$ cat config.mk
export PLATFORM = sky130hd
export DESIGN_NAME = mem_channel_arbiter
export DESIGN_NICKNAME = d
export VERILOG_FILES = /design/src/rtl/mem_channel_arbiter.sv
export SDC_FILE = /design/constraint.sdc
export NUM_CORES = 1
export LEC_CHECK = 0
export CAP_MARGIN = 10
export CORE_MARGIN = 4
export CORE_UTILIZATION = 42
export CTS_CLUSTER_DIAMETER = 30
export DETAILED_ROUTE_END_ITERATION = 7
export GPL_ROUTABILITY_DRIVEN = 0
export GPL_TIMING_DRIVEN = 0
export PLACE_DENSITY = 0.77
export SLEW_MARGIN = 20
export SYNTH_ARGS = -nofsm -noshare
export SYNTH_HDL_FRONTEND = slang
export SYNTH_SLANG_ARGS = --single-unit
$ cat constraint.sdc
create_clock -name clk -period 12.53 [get_ports clk]
set_clock_uncertainty 0.1 [all_clocks]
set_input_delay 3.759 -clock clk [delete_from_list [all_inputs] [get_ports clk]]
set_output_delay 3.759 -clock clk [all_outputs]
set_load 0.02 [all_outputs]
$ cat src/rtl/mem_channel_arbiter.sv
// rtl/mem_channel_arbiter.sv - round-robin arbiter driving one four-phase memory channel
// Grants one consumer at a time, runs its read/write to memory, then relays completion back.
module mem_channel_arbiter #(
   parameter int NUM_CONSUMERS = 4,
   parameter int ADDR_BITS     = 8,
   parameter int DATA_BITS     = 16
) (
   input  logic                           clk,
   input  logic                           reset,
   input  logic [NUM_CONSUMERS-1:0]       req_valid,
   input  logic [NUM_CONSUMERS-1:0]       req_write,
   input  logic [NUM_CONSUMERS*ADDR_BITS-1:0] req_addr,
   input  logic [NUM_CONSUMERS*DATA_BITS-1:0] req_wdata,
   output logic [NUM_CONSUMERS-1:0]       resp_ready,
   output logic [NUM_CONSUMERS*DATA_BITS-1:0] resp_rdata,
   output logic                           mem_read_valid,
   output logic [ADDR_BITS-1:0]           mem_read_address,
   input  logic                           mem_read_ready,
   input  logic [DATA_BITS-1:0]           mem_read_data,
   output logic                           mem_write_valid,
   output logic [ADDR_BITS-1:0]           mem_write_address,
   output logic [DATA_BITS-1:0]           mem_write_data,
   input  logic                           mem_write_ready,
   output logic                           busy
);
   localparam int GW = (NUM_CONSUMERS > 1) ? $clog2(NUM_CONSUMERS) : 1;

   typedef enum logic [1:0] {IDLE, READ_WAIT, WRITE_WAIT, RELEASE} state_t;

   state_t         state;
   logic [GW-1:0]  rr_ptr;
   logic [GW-1:0]  grant;
   logic           done_write;
   logic           valid_seen_low;
   logic           ready_seen_low;

   logic                 pick_found;
   logic                 pick_write;
   logic [GW-1:0]        pick_idx;
   logic [ADDR_BITS-1:0] pick_addr;
   logic [DATA_BITS-1:0] pick_wdata;
   int                   scan_idx;

   // First asserted request at or after rr_ptr, wrapping around.
   always_comb begin
      pick_found = 1'b0;
      pick_write = 1'b0;
      pick_idx   = '0;
      pick_addr  = '0;
      pick_wdata = '0;
      scan_idx   = 0;
      for (int k = 0; k < NUM_CONSUMERS; k++) begin
         scan_idx = int'(rr_ptr) + k;
         if (scan_idx >= NUM_CONSUMERS)
            scan_idx = scan_idx - NUM_CONSUMERS;
         if (!pick_found && req_valid[scan_idx]) begin
            pick_found = 1'b1;
            pick_idx   = scan_idx[GW-1:0];
            pick_write = req_write[scan_idx];
            pick_addr  = req_addr[scan_idx*ADDR_BITS +: ADDR_BITS];
            pick_wdata = req_wdata[scan_idx*DATA_BITS +: DATA_BITS];
         end
      end
   end

   logic          done_ready;
   logic          valid_low;
   logic          ready_low;
   logic [GW-1:0] next_ptr;

   // Release conditions are sticky so they may fall in either order.
   assign done_ready = done_write ? mem_write_ready : mem_read_ready;
   assign valid_low  = valid_seen_low | ~req_valid[grant];
   assign ready_low  = ready_seen_low | ~done_ready;
   assign next_ptr   = (int'(grant) == NUM_CONSUMERS - 1) ? '0 : grant + 1'b1;

   always_ff @(posedge clk) begin
      if (reset) begin
         state             <= IDLE;
         rr_ptr            <= '0;
         grant             <= '0;
         done_write        <= 1'b0;
         valid_seen_low    <= 1'b0;
         ready_seen_low    <= 1'b0;
         busy              <= 1'b0;
         resp_ready        <= '0;
         resp_rdata        <= '0;
         mem_read_valid    <= 1'b0;
         mem_read_address  <= '0;
         mem_write_valid   <= 1'b0;
         mem_write_address <= '0;
         mem_write_data    <= '0;
      end else begin
         case (state)
            IDLE: begin
               if (pick_found) begin
                  grant          <= pick_idx;
                  busy           <= 1'b1;
                  done_write     <= pick_write;
                  valid_seen_low <= 1'b0;
                  ready_seen_low <= 1'b0;
                  if (pick_write) begin
                     mem_write_valid   <= 1'b1;
                     mem_write_address <= pick_addr;
                     mem_write_data    <= pick_wdata;
                     state             <= WRITE_WAIT;
                  end else begin
                     mem_read_valid   <= 1'b1;
                     mem_read_address <= pick_addr;
                     state            <= READ_WAIT;
                  end
               end
            end
            READ_WAIT: begin
               if (mem_read_ready) begin
                  resp_rdata[grant*DATA_BITS +: DATA_BITS] <= mem_read_data;
                  resp_ready[grant] <= 1'b1;
                  mem_read_valid    <= 1'b0;
                  state             <= RELEASE;
               end
            end
            WRITE_WAIT: begin
               if (mem_write_ready) begin
                  resp_ready[grant] <= 1'b1;
                  mem_write_valid   <= 1'b0;
                  state             <= RELEASE;
               end
            end
            RELEASE: begin
               if (valid_low && ready_low) begin
                  resp_ready <= '0;
                  rr_ptr     <= next_ptr;
                  busy       <= 1'b0;
                  state      <= IDLE;
               end else begin
                  valid_seen_low <= valid_low;
                  ready_seen_low <= ready_low;
               end
            end
            default: state <= IDLE;
         endcase
      end
   end
endmodule

### Word-level counts from Yosys, hierarchy flattened

Index checks and enable logic that the tools add are counted.

| storage, ports and cells | value |
|---|---|
| register bits after elaboration | 112 |
| input port bits | 124 |
| output and inout bits | 103 |
| word-level logic and storage cells | 165 |

| cells by class | value |
|---|---|
| add/subtract/negate cells | 9 |
| magnitude comparators | 10 |
| equality and inequality tests | 11 |
| shift operators | 10 |
| muxes and demuxes | 81 |
| bitwise operators | 6 |
| reductions and logical operators | 24 |

Operator list:

| cell | count |
|---|---|
| indexed part select 64 x 32 -> 16 bit | 4 |
| less-than comparator 32 x 4 -> 1 bit, second input constant | 4 |
| 2-to-1 mux 32 bit | 4 |
| indexed part select 32 x 32 -> 8 bit | 4 |
| bitwise mux 64 bit | 1 |
| 2-to-1 mux 16 bit | 4 |
| variable shift 16 x 34 -> 64 bit, first input constant | 1 |
| indexed part select 16 x 34 -> 64 bit | 1 |
| 2-to-1 mux 1 bit | 38 |
| negation 6 -> 34 bit | 1 |
| 2-to-1 mux 8 bit | 4 |
| 2-to-1 mux 2 bit | 10 |
| binary-select mux 1 bit (select 2 bit) | 9 |
| AND reduction 4 bit | 4 |
| inequality test 2 bit, second input constant | 7 |
| 2-to-1 mux 4 bit | 3 |
| one-hot mux 4 bit (3 select lines) | 1 |
| AND reduction 3 bit | 4 |
| subtractor 3 x 3 -> 4 bit, second input constant | 3 |
| one-hot mux 1 bit (2 select lines) | 5 |
| greater-or-equal comparator 3 bit, second input constant | 3 |
| one-hot mux 2 bit (4 select lines) | 1 |
| adder 2 x 2 -> 3 bit, second input constant | 2 |
| AND reduction 2 bit | 3 |
| 17 further kinds | 30 |

### Logic depth before layout (Yosys ltp)

Gate-level depths: netlist of run 1.

| logic depth | value |
|---|---|
| depth after elaboration | 18 |
| depth in mapped cells | 15 |
| depth with buffers taken out | 8 |

### Worst setup path before layout of run 1

No wires, ideal clock.

| timing | value |
|---|---|
| kind | input to register |
| from | input port req_valid[1] |
| to | register mem_read_address[0] |
| library setup time | 0.121 ns |
| data arrival time | 5.513 ns |
| data required time | 12.309 ns |
| slack | 6.797 ns |
| stages on the path | 6 |
| buffers on the path | 0 |
| path through | mux4_2 > mux4_2 > o221ai_2 > nand2_1 > nor2_4 > mux2_2 |

| between the ends | value |
|---|---|
| longest elaborated chain between the ends | 15 |
| elaborated cells between the ends (all ways) | 32 |
| those cells by class | mux (24); bitwise (1); reduce/logical (7) |

Ends and longest elaborated chain:

| item | RTL line | RTL |
|---|---|---|
| start, declared | 10 | `input logic [NUM_CONSUMERS-1:0] req_valid,` |
| binary-select mux 1 bit (select 2 bit) | 56 | `if (!pick_found && req_valid[scan_idx]) begin` |
| 2-to-1 mux 1 bit (not written as such) (2 in series) | 56 |  |
| 2-to-1 mux 1 bit | 56 |  |
| zero test 1 bit | 56 |  |
| logical AND 1 bit | 56 |  |
| 2-to-1 mux 1 bit | 56 |  |
| zero test 1 bit | 56 |  |
| logical AND 1 bit | 56 |  |
| 2-to-1 mux 1 bit | 56 |  |
| zero test 1 bit | 56 |  |
| logical AND 1 bit | 56 |  |
| 2-to-1 mux 1 bit | 56 |  |
| NOT 1 bit (no line) | - |  |
| AND reduction 3 bit (no line) | - |  |
| end signal, assigned | 109 | `mem_read_address <= pick_addr;` |
| end, declared | 17 | `output logic [ADDR_BITS-1:0] mem_read_address,` |

Several ways; a longest one is shown, not always the timed one. The select of a mux whose other input is x is not followed.
A chain may end at the register's enable or synchronous reset.

### Final worst setup path of run 1

| timing | value |
|---|---|
| from | input port req_valid[2] |
| to | register mem_write_data[14] |

| between the ends | value |
|---|---|
| longest elaborated chain between the ends | 14 |
| elaborated cells between the ends (all ways) | 31 |
| those cells by class | mux (24); reduce/logical (7) |

Ends and longest elaborated chain:

| item | RTL line | RTL |
|---|---|---|
| binary-select mux 1 bit (select 2 bit) | 56 |  |
| 2-to-1 mux 1 bit (not written as such) (2 in series) | 56 |  |
| 2-to-1 mux 1 bit | 56 |  |
| zero test 1 bit | 56 |  |
| logical AND 1 bit | 56 |  |
| 2-to-1 mux 1 bit | 56 |  |
| zero test 1 bit | 56 |  |
| logical AND 1 bit | 56 |  |
| 2-to-1 mux 1 bit | 56 |  |
| zero test 1 bit | 56 |  |
| logical AND 1 bit | 56 |  |
| 2-to-1 mux 1 bit | 56 |  |
| AND reduction 3 bit (no line) | - |  |
| end signal, assigned | 105 | `mem_write_data <= pick_wdata;` |
| end, declared | 22 | `output logic [DATA_BITS-1:0] mem_write_data,` |

Several ways; a longest one is shown, not always the timed one. The select of a mux whose other input is x is not followed.

==> results of run 1 <==
[cells by family (layout without fill, tap and decap cells)]
logic type | after synthesis | count (layout) | share of synthesized area [%]
buffers and inverters | 81 | 322 | 4.78
adder cells (fa/ha/maj) | 18 | 18 | 2.94
AO/OA/AOI/OAI | 187 | 187 | 17.5
AND/OR/NAND/NOR | 210 | 210 | 12.8
flip-flops | 112 | 112 | 29.3
multiplexers | 148 | 148 | 32.8
[worst max-delay path, delay by kind of cell]
family,cells,cell delay (ns)
compound gates,3,0.49
buf+inv,4,1.55
mux,1,0.41
simple gates,2,0.34
[through the flow]
step | instance area, sq um | worst slack [ns] | cells
floorplan | 7660 | 6.80 | 756
global placement | 10200 | 5.90 | 1209
detailed placement | 10200 | 5.84 | 1210
CTS | 10500 | 6.18 | 1226
global route | 10500 | 5.97 | 1226
finish | 10500 | 6.14 | 1226
[sequential cells by signal, summed over array words and instances (netlist names), 2 cells and up]
name	count
resp_rdata	64
mem_write_data	16
mem_read_address	8
mem_write_address	8
resp_ready	4
grant	2
rr_ptr	2
state	2
[how the worst max path moves through the flow]
| stage | slack [ns] | start | cells past startpoint | endpoint |
|---|---|---|---|---|
| after detailed placement | 5.84 | req_valid[2] | 10 | mem_write_data[14] |
| after CTS | 6.18 | req_valid[2] | 10 | mem_write_data[14] |
| after global placement | 5.90 | req_valid[2] | 10 | mem_write_data[9] |
| after floorplan | 6.80 | req_valid[1] | 6 | mem_read_address[0] |
| after global routing | 5.97 | req_valid[2] | 10 | mem_write_data[14] |
| final | 6.14 | req_valid[2] | 10 | mem_write_data[14] |
[report_power, final]
group | internal (uW) | leakage (uW) | switching [uW] | total [uW]
sequential | 404 | 0.000910 | 36.7 | 440
clock | 146 | 0.000149 | 146 | 292
combinational | 253 | 0.00248 | 279 | 532
[per-layer routing]
| metal | vias up | track usage, % |
|---|---|---|
| li1 | 3406 | - |
| met5 | - | 0 |
| met2 | 419 | 39.1 |
| met3 | 54 | 4.89 |
| met4 | 0 | 9.45 |
| met1 | 3657 | 33.0 |
[cell type report]
type                            count  share of cell area, %
Multi-Input combinational cell    563                   48.3
Timing Repair Buffer              225                   21.4
Sequential cell                   112                   21.3
Buffer                             71                   3.13
Tap cell                          229                   2.72
Clock buffer                       10                   2.27
Clock inverter                      6                  0.535
Inverter                           10                  0.357
[cell usage in the layout, fill, tap and decap left out, types with 18 or more instances in the layout]
| cell | n |
|---|---|
| clkdlybuf4s50_1 | 224 |
| dfxtp_1 | 112 |
| nor2_1 | 97 |
| mux4_2 | 81 |
| a22oi_1 | 64 |
| mux2i_1 | 55 |
| nand2_1 | 48 |
| clkbuf_1 | 41 |
| a21oi_1 | 37 |
| buf_2 | 24 |
| o22ai_1 | 23 |
| nor2b_1 | 18 |
| ha_1 | 18 |
==> impl_metrics.py, run 1 <==
metrics = {
    "synthesis": {
        "synth-seq-cells": 112,
        "syn_nets": 898,
        "syn_area_per_cell_sq_um": 10.1,
        "post_synth_design_cell_area_sq_mm": 0.00766,
        "synthDominantAreaCellType": "dfxtp_1",
        "synth.lib_cells_used.distinct": 49,
        "yosysSeqAreaShare_pct": 29.3,
        "number_of_instances_in_the_synthesized_netlist": 756,
        "postSynth.asyncResetShare_pct": 0,
        "synth_commonest_cells": "dfxtp_1, nor2_1, mux4_2",
        "netlist.area_leader.share_pct": 29.3,
        "post_synth_main_area_contributors": "dfxtp_1, mux4_2, mux2i_1, a22oi_1, nor2_1",
        "yosys_warnings": 0,
        "ys.flop_type": "dfxtp_1",
        "post-synth-top-count-cell": "dfxtp_1",
        "synth-edff-count": 0,
    },
    "grt": {
        "grt_antenna_before_repair": 0,
        "grt_pass1_vias": 7371,
        "globalRouteOverflowTotal": 0,
        "track_usage_pct": 24.5,
        "pin_count_of_the_biggest_net_entering_global_routing": 21,
        "first_pass_grt_wire_length_mm": 40.1,
    },
    "critical_path": {
        "critical_path_arrival_ns": 6.55,
        "setup.reg_to_reg.worst_slack_ns": 7.73,
        "slowest_delay_ns": 0.61,
        "worstReg2RegStart": "rr_ptr[0]",
        "worst_r2r_endpoint": "mem_read_address[5]",
        "critical_path_fanout_max": 10,
        "required_time_at_the_worst_slack_endpoint_ns": 12.69,
        "worst_setup_path_end_kind": "flip-flop",
        "crit_top_cell": "clkbuf_1",
        "rr_worst_depth": 14,
        "crit_path_top_delay_cell": "clkdlybuf4s50_1",
        "timing.setup.critical_path_class": "in2reg",
        "critical_path.cell_chain": "clkdlybuf4s50_1 > mux4_2 > and2_1 > clkbuf_1 > nor2b_1 > clkbuf_1 > buf_4 > a22o_1 > a21oi_1 > a311oi_1",
        "worst_setup_path_start_kind": "input pin",
    },
    "die": {
        "core.rowCount": 49,
        "fp.dieW_um": 143,
        "start_util_pct": 42.7,
        "floorplan.die.height_um": 143,
        "io_pins": 227,
        "fp.coreArea_sq_mm": 0.0180,
        "dieArea_sq_mm": 0.0205,
    },
    "sta": {
        "rsz0062_at_grt": "false",
        "timing.final.crit_period_ns": 6.39,
        "hold_slack_ns": 0.395,
        "worst_pin_slew_ns": 1.01,
        "report.final.setup_viol": 0,
        "final_max_slew_viol_count": 0,
        "totalNegativeSetupSlack_ns": 0,
        "finalHoldViolations": 0,
        "maxSlewHeadroom_pct": 32.4,
        "max_freq_mhz": 156,
        "final.period_utilization_pct": 51.0,
    },
    "cts": {
        "cts.clk_slew.worst_paths_ns": 0.07,
        "post_cts_buffers": 0,
        "cts_tree": "built",
        "cts_hold_repair.buffers": 0,
        "clkLatencyLatePin_ns": 0.36,
        "clock-root-buffer": "clkbuf_16",
        "total_cts_buffers": 9,
        "clkSinkCount": 112,
        "postCtsResizedCells": 0,
        "cts.path.max_buffers": 2,
        "htreeDepth": 3,
    },
    "power_and_ir_drop": {
        "leakagePower_uw": 0.00354,
        "power.density_cell_area_mw_per_mm2": 120,
        "irDropWorstVdd_uv": 77.7,
        "post-layout-total-power_uw": 1260,
    },
    "cells_and_area": {
        "final_layout_size_suffix_gt1_share_pct": 14.8,
        "layout.core_utilization_pct": 58.5,
        "num-fill-cells": 1548,
        "finalNetCount": 1134,
        "antennaDiodeCount": 0,
        "multi_input_comb_area_sq_mm": 0.00508,
        "ff_latch_area_sq_mm": 0.00224,
        "area_growth_pct": 37.2,
    },
    "placement": {
        "detailed_place_hpwl_mm": 19.6,
        "port_buffers": 224,
    },
    "detailed_routing": {
        "route.layer.met1.wl_mm": 10.6,
        "wl_met3_mm": 2.12,
        "drtPass1Iterations": 6,
        "detail_route.wl_per_cell_um": 21.1,
        "wl_met2_mm": 12.3,
        "dr.first_iter.drc_count": 635,
        "route.antenna.remaining_nets": 0,
        "top_layer_used": "met4",
        "route.detailed.vias_per_inst": 6.15,
        "remaining_design_rule_violation_count": 0,
        "routed-via-count": 7536,
        "post_route_wl_mm": 25.8,
    },
    "job": {
        "maxCapViolations": 0,
    },
    "worst_hold_path": {
        "min_path_type": "reg2reg",
        "whs_path_depth": 2,
        "timing.hold.worst_endpoint": "busy",
        "min_from": "busy",
    },
    "outcome": {
        "outcome": "finished, final reports clean",
    },
}
Note: power is estimated with default switching activity, not from simulation.
==> run 2, diff against run 1 <==
==> constraint.sdc (replaced) <==
create_clock -name clk -period 6.5 [get_ports clk]
set_clock_uncertainty 0.1 [all_clocks]
set_input_delay 1.95 -clock clk [delete_from_list [all_inputs] [get_ports clk]]
set_output_delay 1.95 -clock clk [all_outputs]
set_load 0.02 [all_outputs]
==> results of run 2 <==
Same layout as run 1 (identical final DEF). Status: finished, final reports clean.
Among the figures that moved: setup slack after placement 5.84 ns -> 1.61 ns; setup slack after layout 6.14 ns -> 1.70 ns; start point of the critical path req_valid[2] -> rr_ptr[0]; end point of the critical path mem_write_data[14] -> mem_read_address[5]; register-to-register setup slack 7.73 ns -> 1.70 ns; total power 1260 uW -> 2440 uW; worst IR drop on VDD 77.7 uV -> 150 uV
==> run 3, diff against run 2 <==
--- a/config.mk
+++ b/config.mk
@@ -12,7 +12,7 @@
 export DETAILED_ROUTE_END_ITERATION = 7
 export GPL_ROUTABILITY_DRIVEN = 0
 export GPL_TIMING_DRIVEN = 0
-export PLACE_DENSITY = 0.77
+export PLACE_DENSITY = 0.8
 export SLEW_MARGIN = 20
 export SYNTH_ARGS = -nofsm -noshare
 export SYNTH_HDL_FRONTEND = slang
==> constraint.sdc (replaced) <==
create_clock -name clk -period 4.27 [get_ports clk]
set_clock_uncertainty 0.1 [all_clocks]
set_input_delay 1.281 -clock clk [delete_from_list [all_inputs] [get_ports clk]]
set_output_delay 1.281 -clock clk [all_outputs]
set_load 0.02 [all_outputs]
==> run 3 against run 2 <==
Net effect:
- sequential power increased by 52%
- clock power increased by 59%
- final cell count decreased by 0.16%
- die area unchanged
- setup slack got worse by 1.5 ns
- utilization increased by 0.16 points
- cell area increased by 0.27%
- largest cell class unchanged
==> impl_metrics.py, run 3 (same netlist as run 1, synthesis figures left out) <==
metrics = {
    "placement": {
        "detailed_place_hpwl_mm": 19.7,
        "port_buffers": 224,
    },
    "critical_path": {
        "critical_path_fanout_max": 19,
        "required_time_at_the_worst_slack_endpoint_ns": 4.43,
        "timing.setup.critical_path_class": "reg2reg",
        "slowest_delay_ns": 0.47,
        "worst_setup_path_start_kind": "flip-flop",
        "crit_path_top_delay_cell": "mux4_2",
        "critical_path_arrival_ns": 4.21,
        "critical_path.cell_chain": "buf_6 > clkbuf_4 > buf_6 > inv_1 > ha_1 > mux4_2 > and2_1 > clkbuf_1 > nor2b_1 > clkbuf_1 > buf_4 > a22o_1 > a21oi_1 > a311oi_1",
        "worst_setup_path_end_kind": "flip-flop",
    },
    "cells_and_area": {
        "regMostFlops": "resp_rdata",
        "layout.core_utilization_pct": 58.7,
        "num-fill-cells": 1505,
        "antennaDiodeCount": 0,
        "largest_registers": "resp_rdata x64, mem_write_data x16",
        "final_layout_size_suffix_gt1_share_pct": 14.9,
        "most-common-layout-cells": "clkdlybuf4s50_1, dfxtp_1, nor2_1",
        "area_growth_pct": 37.6,
        "finalNetCount": 1132,
        "mostFrequentLayoutCell": "clkdlybuf4s50_1",
        "largest_register_ffs": 64,
    },
    "grt": {
        "first_pass_grt_wire_length_mm": 40.4,
        "globalRouteOverflowTotal": 0,
        "pin_count_of_the_biggest_net_entering_global_routing": 21,
        "grt_pass1_vias": 7414,
        "track_usage_pct": 24.8,
        "grt_antenna_before_repair": 0,
    },
    "cts": {
        "htreeDepth": 3,
        "clkLatencyLatePin_ns": 0.36,
        "cts_hold_repair.buffers": 0,
        "cts.path.max_buffers": 2,
        "total_cts_buffers": 9,
        "cts_tree": "built",
        "clkSinkCount": 112,
        "cts.clk_slew.worst_paths_ns": 0.08,
        "clock-root-buffer": "clkbuf_16",
        "post_cts_buffers": 0,
    },
    "die": {
        "core.rowCount": 49,
        "fp.coreArea_sq_mm": 0.0180,
        "start_util_pct": 42.7,
        "io_pins": 227,
        "dieArea_sq_mm": 0.0205,
        "floorplan.die.height_um": 143,
        "fp.dieW_um": 143,
    },
    "detailed_routing": {
        "route.antenna.remaining_nets": 0,
        "routed-via-count": 7590,
        "route.detailed.vias_per_inst": 6.20,
        "dr.first_iter.drc_count": 741,
        "drtPass1Iterations": 5,
        "post_route_wl_mm": 26.1,
        "detail_route.wl_per_cell_um": 21.4,
        "remaining_design_rule_violation_count": 0,
    },
    "sta": {
        "timing.final.crit_period_ns": 4.05,
        "final_max_slew_viol_count": 0,
        "totalNegativeSetupSlack_ns": 0,
        "max_freq_mhz": 247,
        "maxSlewHeadroom_pct": 37.8,
        "final.period_utilization_pct": 94.9,
        "finalHoldViolations": 0,
        "worst_pin_slew_ns": 0.930,
        "rsz0062_at_grt": "false",
        "report.final.setup_viol": 0,
    },
    "power_and_ir_drop": {
        "cellInternalPower_uw": 2400,
        "irDropWorstVdd_uv": 232,
        "switching_share_pct": 36.1,
        "power.share.sequential_pct": 34.3,
        "clkPwrFrac_pct": 23.9,
        "p_comb_share_pct": 41.8,
        "leakagePower_uw": 0.00353,
        "switching_power_uw": 1360,
        "power.density_cell_area_mw_per_mm2": 356,
    },
    "outcome": {
        "outcome": "finished, final reports clean",
    },
    "worst_hold_path": {
        "min_path_type": "reg2reg",
    },
    "job": {
        "maxCapViolations": 0,
    },
}
-- run 3: worst max-delay path: cells and delay by family, from the launching register on --
family | cells | cell delay (ns)
compound gates | 3 | 0.46
fa+ha+maj | 1 | 0.33
buf+inv | 7 | 1.79
flops | 1 | 0.44
mux | 1 | 0.47
simple gates | 2 | 0.34
-- run 3: layer usage --
| metal | part of all wire (%) | global-route usage, % | routed length (um) |
|---|---|---|---|
| met1 | 40 | 33.1 | 10500 |
| met2 | 47 | 39.4 | 12400 |
| met3 | 7.3 | 3.28 | 1910 |
| met4 | 5.1 | 13.2 | 1340 |
| met5 | 0 | 0 | 0 |
-- run 3: per-stage QoR --
step	power, uW	hold WS [ns]	setup slack (ns)	instance area (sq um)	cells
after floorplan	2210	0.369	0.320	7660	756
after global placement	2810	0.374	-0.428	10200	1209
after detailed placement	2860	0.378	-0.504	10200	1209
after CTS	3750	0.392	0.0176	10500	1224
after global routing	3940	0.423	0.0298	10500	1224
final	3760	0.393	0.219	10500	1224
-- run 3: final cells by class --
class	count	area [sq um]	area share (%)
multi-input combinational	563	5080	48.2
sequential	112	2240	21.3
timing repair buffer	224	2240	21.3
buffer	70	343	3.25
tap	229	287	2.72
clock buffer	10	229	2.17
clock inverter	6	85.1	0.807
inverter	10	37.5	0.356
-- run 3: final timing paths --
path                         from            endpoint  slack [ns]  cells after the start
setup / recovery        rr_ptr[0]  mem_write_data[11]        0.22                     14
hold / removal    mem_write_valid     mem_write_valid        0.39                      2
setup reg to reg        rr_ptr[0]  mem_write_data[11]        0.22                     14
hold reg to reg   mem_write_valid     mem_write_valid        0.39                      2
-- run 3: what timing repair did --
action,in CTS,in global routing
gates resized for setup,4,5
setup endpoints to repair,37,31
gates cloned,0,0
hold endpoints to repair,0,0
-- run 3: power groups by stage --
| stage | sequential (uW) | clock [uW] | combinational (uW) |
|---|---|---|---|
| global route | 1300 | 949 | 1680 |
| detailed placement | 1310 | 0 | 1540 |
| global placement | 1310 | 0 | 1510 |
| floorplan | 1430 | 0 | 774 |
| CTS | 1290 | 905 | 1550 |
| finish | 1290 | 897 | 1570 |
